[config.mk]
export PLATFORM = sky130hd
export DESIGN_NAME = divider_control
export DESIGN_NICKNAME = d
export VERILOG_FILES = /design/src/rtl/divider_control.sv
export SDC_FILE = /design/constraint.sdc
export NUM_CORES = 1
export LEC_CHECK = 0
export ABC_AREA = 1
export CORE_MARGIN = 4
export CORE_UTILIZATION = 30
export CTS_CLUSTER_DIAMETER = 150
export DETAILED_ROUTE_END_ITERATION = 8
export HOLD_SLACK_MARGIN = 0.05
export SKIP_CTS_REPAIR_TIMING = 1
export SLEW_MARGIN = 20
export SYNTH_ARGS = -nofsm -noshare
export SYNTH_HDL_FRONTEND = slang
export SYNTH_SLANG_ARGS = --single-unit
[constraint.sdc]
create_clock -name clk -period 1.6 [get_ports clk]
set_input_delay 0.24 -clock clk [delete_from_list [all_inputs] [get_ports clk]]
set_output_delay 0.24 -clock clk [all_outputs]
set_load 0.02 [all_outputs]
[src/rtl/divider_control.sv]
// Sequencer for a restoring shift/subtract divider: LOAD, SHIFT, ITER x ITER, FIX, DONE.
// Done pulses ITER+4 cycles after start (1 cycle on divide-by-zero); start is sampled only in IDLE.
module divider_control #(
    parameter int ITER = 32
) (
    input  logic                    clk,
    input  logic                    Reset,
    input  logic                    start,
    input  logic                    abort,
    input  logic                    divisor_zero,
    output logic                    W_ctrl,
    output logic                    SLL_ctrl,
    output logic                    SRL_ctrl,
    output logic [1:0]              ALU_op,
    output logic                    ready,
    output logic                    busy,
    output logic                    done,
    output logic                    dz,
    output logic [$clog2(ITER):0]   iter_cnt
);

    localparam int CW = $clog2(ITER) + 1;

    localparam logic [1:0]    OP_ZERO  = 2'b00;
    localparam logic [1:0]    OP_PASS  = 2'b01;
    localparam logic [1:0]    OP_SUB   = 2'b10;
    localparam logic [CW-1:0] CNT_LAST = CW'(ITER - 1);
    localparam logic [CW-1:0] CNT_MAX  = CW'(ITER);
    localparam logic [CW-1:0] CNT_ONE  = CW'(1);

    typedef enum logic [2:0] {
        S_IDLE  = 3'd0,
        S_LOAD  = 3'd1,
        S_SHIFT = 3'd2,
        S_ITER  = 3'd3,
        S_FIX   = 3'd4,
        S_DONE  = 3'd5
    } state_t;

    state_t          state_q, state_d;
    logic [CW-1:0]   cnt_q, cnt_d;
    logic            dz_q, dz_d;
    logic            abortable;

    always_ff @(posedge clk or posedge Reset) begin
        if (Reset) begin
            state_q <= S_IDLE;
            cnt_q   <= '0;
            dz_q    <= 1'b0;
        end else begin
            state_q <= state_d;
            cnt_q   <= cnt_d;
            dz_q    <= dz_d;
        end
    end

    assign abortable = (state_q == S_LOAD) || (state_q == S_SHIFT) ||
                       (state_q == S_ITER) || (state_q == S_FIX);

    always_comb begin
        state_d = state_q;
        cnt_d   = cnt_q;
        dz_d    = dz_q;
        case (state_q)
            S_IDLE: begin
                if (start) begin
                    dz_d    = divisor_zero;
                    state_d = divisor_zero ? S_DONE : S_LOAD;
                end
            end
            S_LOAD:  state_d = S_SHIFT;
            S_SHIFT: begin
                state_d = S_ITER;
                cnt_d   = '0;
            end
            S_ITER: begin
                // Saturating guard keeps the counter from ever passing ITER.
                if (cnt_q != CNT_MAX) begin
                    cnt_d = cnt_q + CNT_ONE;
                end
                if (cnt_q >= CNT_LAST) begin
                    state_d = S_FIX;
                end
            end
            S_FIX:   state_d = S_DONE;
            S_DONE:  state_d = S_IDLE;
            default: state_d = S_IDLE;
        endcase
        if (abort && abortable) begin
            state_d = S_IDLE;
            cnt_d   = '0;
            dz_d    = 1'b0;
        end
    end

    // Outputs depend on registered state only.
    always_comb begin
        W_ctrl   = 1'b0;
        SLL_ctrl = 1'b0;
        SRL_ctrl = 1'b0;
        ALU_op   = OP_ZERO;
        ready    = 1'b0;
        busy     = 1'b0;
        done     = 1'b0;
        case (state_q)
            S_IDLE:  ready = 1'b1;
            S_LOAD: begin
                W_ctrl = 1'b1;
                ALU_op = OP_ZERO;
                busy   = 1'b1;
            end
            S_SHIFT: begin
                SLL_ctrl = 1'b1;
                ALU_op   = OP_PASS;
                busy     = 1'b1;
            end
            S_ITER: begin
                SLL_ctrl = 1'b1;
                ALU_op   = OP_SUB;
                busy     = 1'b1;
            end
            S_FIX: begin
                SRL_ctrl = 1'b1;
                ALU_op   = OP_PASS;
                busy     = 1'b1;
            end
            S_DONE:  done = 1'b1;
            default: ready = 1'b0;
        endcase
    end

    assign dz       = dz_q;
    assign iter_cnt = cnt_q;

endmodule

* Word-level counts from Yosys, hierarchy flattened *
Cells that the tools add are included.

word-level totals
  flip-flop bits (word level) = 10
  input bits = 5
  output and inout port bits = 15
  logic and storage cells = 46

operators by class
  $add $sub $neg = 1
  $lt $le $gt $ge = 1
  equal/unequal tests = 9
  multiplexer cells = 18
  reduce and logical (&&, ||, !) cells = 14

operator list
  kind                                                               number
  one-hot mux 3 bit (5 select lines)                                 1
  2-to-1 mux 3 bit                                                   4
  2-to-1 mux 6 bit                                                   2
  one-hot mux 6 bit (2 select lines)                                 1
  2-to-1 mux 1 bit                                                   9
  adder 6 x 1 -> 6 bit, second input constant                        1
  == test 3 x 2 -> 1 bit, second input constant                      2
  == test 3 bit, second input constant                               2
  greater-or-equal comparator 6 x 5 -> 1 bit, second input constant  1
  != test 3 x 1 -> 1 bit, second input constant                      2
  != test 6 bit, second input constant                               1
  AND reduction 2 bit                                                3
  one-hot mux 2 bit (2 select lines)                                 1
  nonzero test 2 bit                                                 2
  OR reduction 2 bit                                                 2
  OR reduction 4 bit                                                 1
  == test 3 x 1 -> 1 bit, second input constant                      1
  logical NOT 3 bit                                                  1
  logical OR 1 bit                                                   3
  != test 3 bit, second input constant                               1
  nonzero test 3 bit                                                 1
  logical AND 1 bit                                                  1

* Depth between registers and ports, before layout *
  word-level depth = 7
  gate-level depth with buffers = 10
  depth with buffers taken out = 10

* Least setup slack after synthesis *
No wires, ideal clock.

  kind = reg2reg
  start = reg cnt_q[0] (netlist: iter_cnt[0])
  end = reg cnt_q[2] (netlist: iter_cnt[2])
  setup time = 118 ps
  data arrival time = 1266 ps
  required time = 1482 ps
  path slack = 216 ps
  cell stages (with the launch flop) = 11
  path buffers = 0
  clock period less this slack = 1384 ps
  cell sequence = dfrtp_1 inv_1 ha_1 inv_1 nor2_1 nand4_1 nand2_1 nand2_4 inv_2 nand2_1 nand2_1

on the way
  longest elaborated chain between the ends = 4
  elaborated cells between the ends (all ways) = 7
  those cells by class = add/sub (1); eq/ne (2); mux (3); reduce/logical (1)

RTL lines
  element                             line  text
  start: declaration                  41    logic [CW-1:0] cnt_q, cnt_d;
  start signal: assignment            52    cnt_q <= cnt_d;
  adder 6 x 1 -> 6 bit                79    cnt_d = cnt_q + CNT_ONE;
  2-to-1 mux 6 bit                    78    if (cnt_q != CNT_MAX) begin
  one-hot mux 6 bit (2 select lines)  64    case (state_q)
  2-to-1 mux 6 bit                    89    if (abort && abortable) begin

Parallel ways exist; a longest one is shown, timed or not. The select of a mux whose other input is x is not followed.
A chain may end at the register's enable or synchronous reset.

* Worst setup path after layout *
  start = reg cnt_q[4] (netlist: iter_cnt[4])
  end = out iter_cnt[4]

RTL lines
  element           line  text
  end: declaration  19    output logic [$clog2(ITER):0] iter_cnt

No word-level cell between the ends.

==> flow_metrics.tcl <==
set metrics [dict create \
    synth_seq_area_share 0.360 \
    muxShareOfSynthArea 0 \
    drt_first_pass_iters 4 \
    hold_ws_ps 247 \
    die_h_um 56.1 \
    synth-xor-area-share 0 \
    post-dp-hpwl_mm 1.31 \
    status "complete, no violations" \
    grt_pass1_vias 648 \
    diodes 0 \
    crit_path_max_fanout 5 \
    slowest_stage "clkdlybuf4s50_1" \
    root_buffer "clkbuf_4" \
    worst-path-buf-inv 1 \
    leakage_nw 0.682 \
    worstMarginPinSlew_ps 408 \
    cts_tree "done" \
    ant_nets 0 \
    required_ps 1360 \
    hold_viol 0 \
    synth_top_family_by_area "simple AND/OR/NAND/NOR gates" \
    grt_pass1_wl_mm 2.82 \
    cts_buffers 3 \
    endpoint_kind "output pin" \
    netlist_top_cells_count "nand2_1, inv_1, nor2_1" \
    synth-compound-area-share 0.0973 \
    period_share 0.982 \
    finalNetCount 133 \
    fmaxAchievable_ghz 0.636 \
    ys_async_sr_fraction 1.00 \
    syn_avg_cell_area_sq_um 7.39 \
    numPortBuffers 19 \
    peakVddDrop_mv 0.732 \
    drt_wl_total_mm 1.77 \
    skew_ps 0.857 \
    yosys.area_share.simple 0.398 \
    clkTransAtPathRegs_ps 60 \
    drc 0 \
    grt_max_degree 11 \
    ios 20 \
    synth_cells 94 \
    path_class "reg2out" \
    synth_fa_ha_area_frac 0.0360 \
    netlist_area_sq_um 694 \
    wl_per_cell_um 11.7 \
    rows 17 \
    worstHoldPathType "in2async" \
    synth_seq_cells 10 \
    initial_utilization 0.314 \
    synth_edf_count 0 \
    routabilityCongestion 0.870 \
    yosys-top-cells-area "dfrtp_1, nand2_1, inv_1, nor2_1, nand3_1" \
    cts_sinks 10 \
    finalSetupViolations 0 \
    clk_latency_ps 270 \
    slew_viol_final 0 \
    startpoint_type "register" \
    mappedNetlistNets 101 \
    synthFlopType "dfrtp_1" \
    synth_most_common_cell "nand2_1" \
    cp_cell_sequence "clkdlybuf4s50_1" \
    min_period_ps 1570 \
    cts.path.max_buffers 2 \
    cts_max_level 1 \
    coreArea_sq_mm 0.00221 \
    drive_gt1_frac 0.218 \
    drtIter0Drc 14 \
    fin_setup_tns_ps 0 \
    p_per_area_mw_per_mm2 1440 \
    viasPerCell 4.51 \
    chipWidth_um 56.1 \
    yosys_warnings 0 \
    max_cap_viol_count 0 \
    via_count 685 \
    grt_usage 0.111 \
    syn_to_final_growth_pct 47.9 \
    dieArea_sq_mm 0.00315 \
    grt_setup_unrepaired "no" \
    slew_headroom 0.728 \
    grt_overflow 0 \
    yosys.area.top_type "dfrtp_1" \
    crit_family "buffers and inverters" \
    antenna_found_initial 0 \
    cpPeakStageDelay_ps 630 \
    yosysUniqueCellTypes 22 \
    critPathArrivalTime_ps 1330 \
    netlist.area_leader.share 0.360 \
]
[cell families (layout without fill, tap and decap cells)]
group,after synthesis,count (layout)
DFF,10,10
adders and majority gates,2,2
and+or+nand+nor,50,50
buffers and inverters,20,50
AOI/OAI and AO/OA,12,12
[state kept, by name, summed over array words and instances, names as in the netlist]
signal,flops
dz,1
state_q,3
iter_cnt,6
[stage by stage]
step                total power (W)  worst slack, ps  cells  cell area (sq um)   util
floorplan                  0.000914              216     94                694      -
global placement            0.00134             14.3    149                980  0.443
detailed placement          0.00135            -24.7    149                980  0.443
CTS                         0.00152             -313    152               1000  0.453
global route                0.00159             8.91    152               1030  0.464
finish                      0.00148             28.7    152               1030  0.464
[worst paths after layout]
| path | end | slack (ps) | startpoint | depth (start not counted) |
|---|---|---|---|---|
| max reg2reg | iter_cnt[1] | 160 | iter_cnt[0] | 10 |
| max | iter_cnt[4] | 30 | iter_cnt[4] | 1 |
| min | iter_cnt[2] | 250 | Reset | 2 |
| min in group clk | dz | 540 | divisor_zero | 3 |
| min reg2reg | iter_cnt[5] | 570 | iter_cnt[5] | 2 |
| max in group asynchronous | state_q[2] | 1070 | Reset | 2 |
[layout make-up]
type                            count  area [sq um]
Clock buffer                        3          22.5
Tap cell                           28          35.0
Sequential cell                    10           250
Fill cell                         233          1180
Multi-Input combinational cell     64           369
Timing Repair Buffer               27           275
Inverter                           20          75.1
[placed cells by master (no fill, tap or decap), types with 3 or more instances in the layout]
master           Yosys  layout
nor2_1              12      12
nand4_1              4       4
nand2_2              3       3
inv_1               16      16
dlymetal6s2s_1       0      12
nand3_1              6       6
nand2_1             17      17
inv_2                3       3
dfrtp_1             10      10
buf_4                0       8
clkbuf_4             0       3
o21ai_0              6       6
clkdlybuf4s50_1      0       6
[metal layers]
layer  global-route usage  part of all wire  vias to the layer above
met5                    0                 0                        -
met4               0.0610             0.021                        0
met3               0.0232             0.050                        5
met2                0.175              0.45                       22
met1                0.140              0.47                      296
li1                     -                 -                      362
[report_power, final]
part	internal, W	switching, W	total, W
Clock	0.0000873	0.0000926	0.000180
Sequential	0.000302	0.0000407	0.000343
Combinational	0.000401	0.000554	0.000954
No activity file was read; power rests on OpenSTA's default activity.
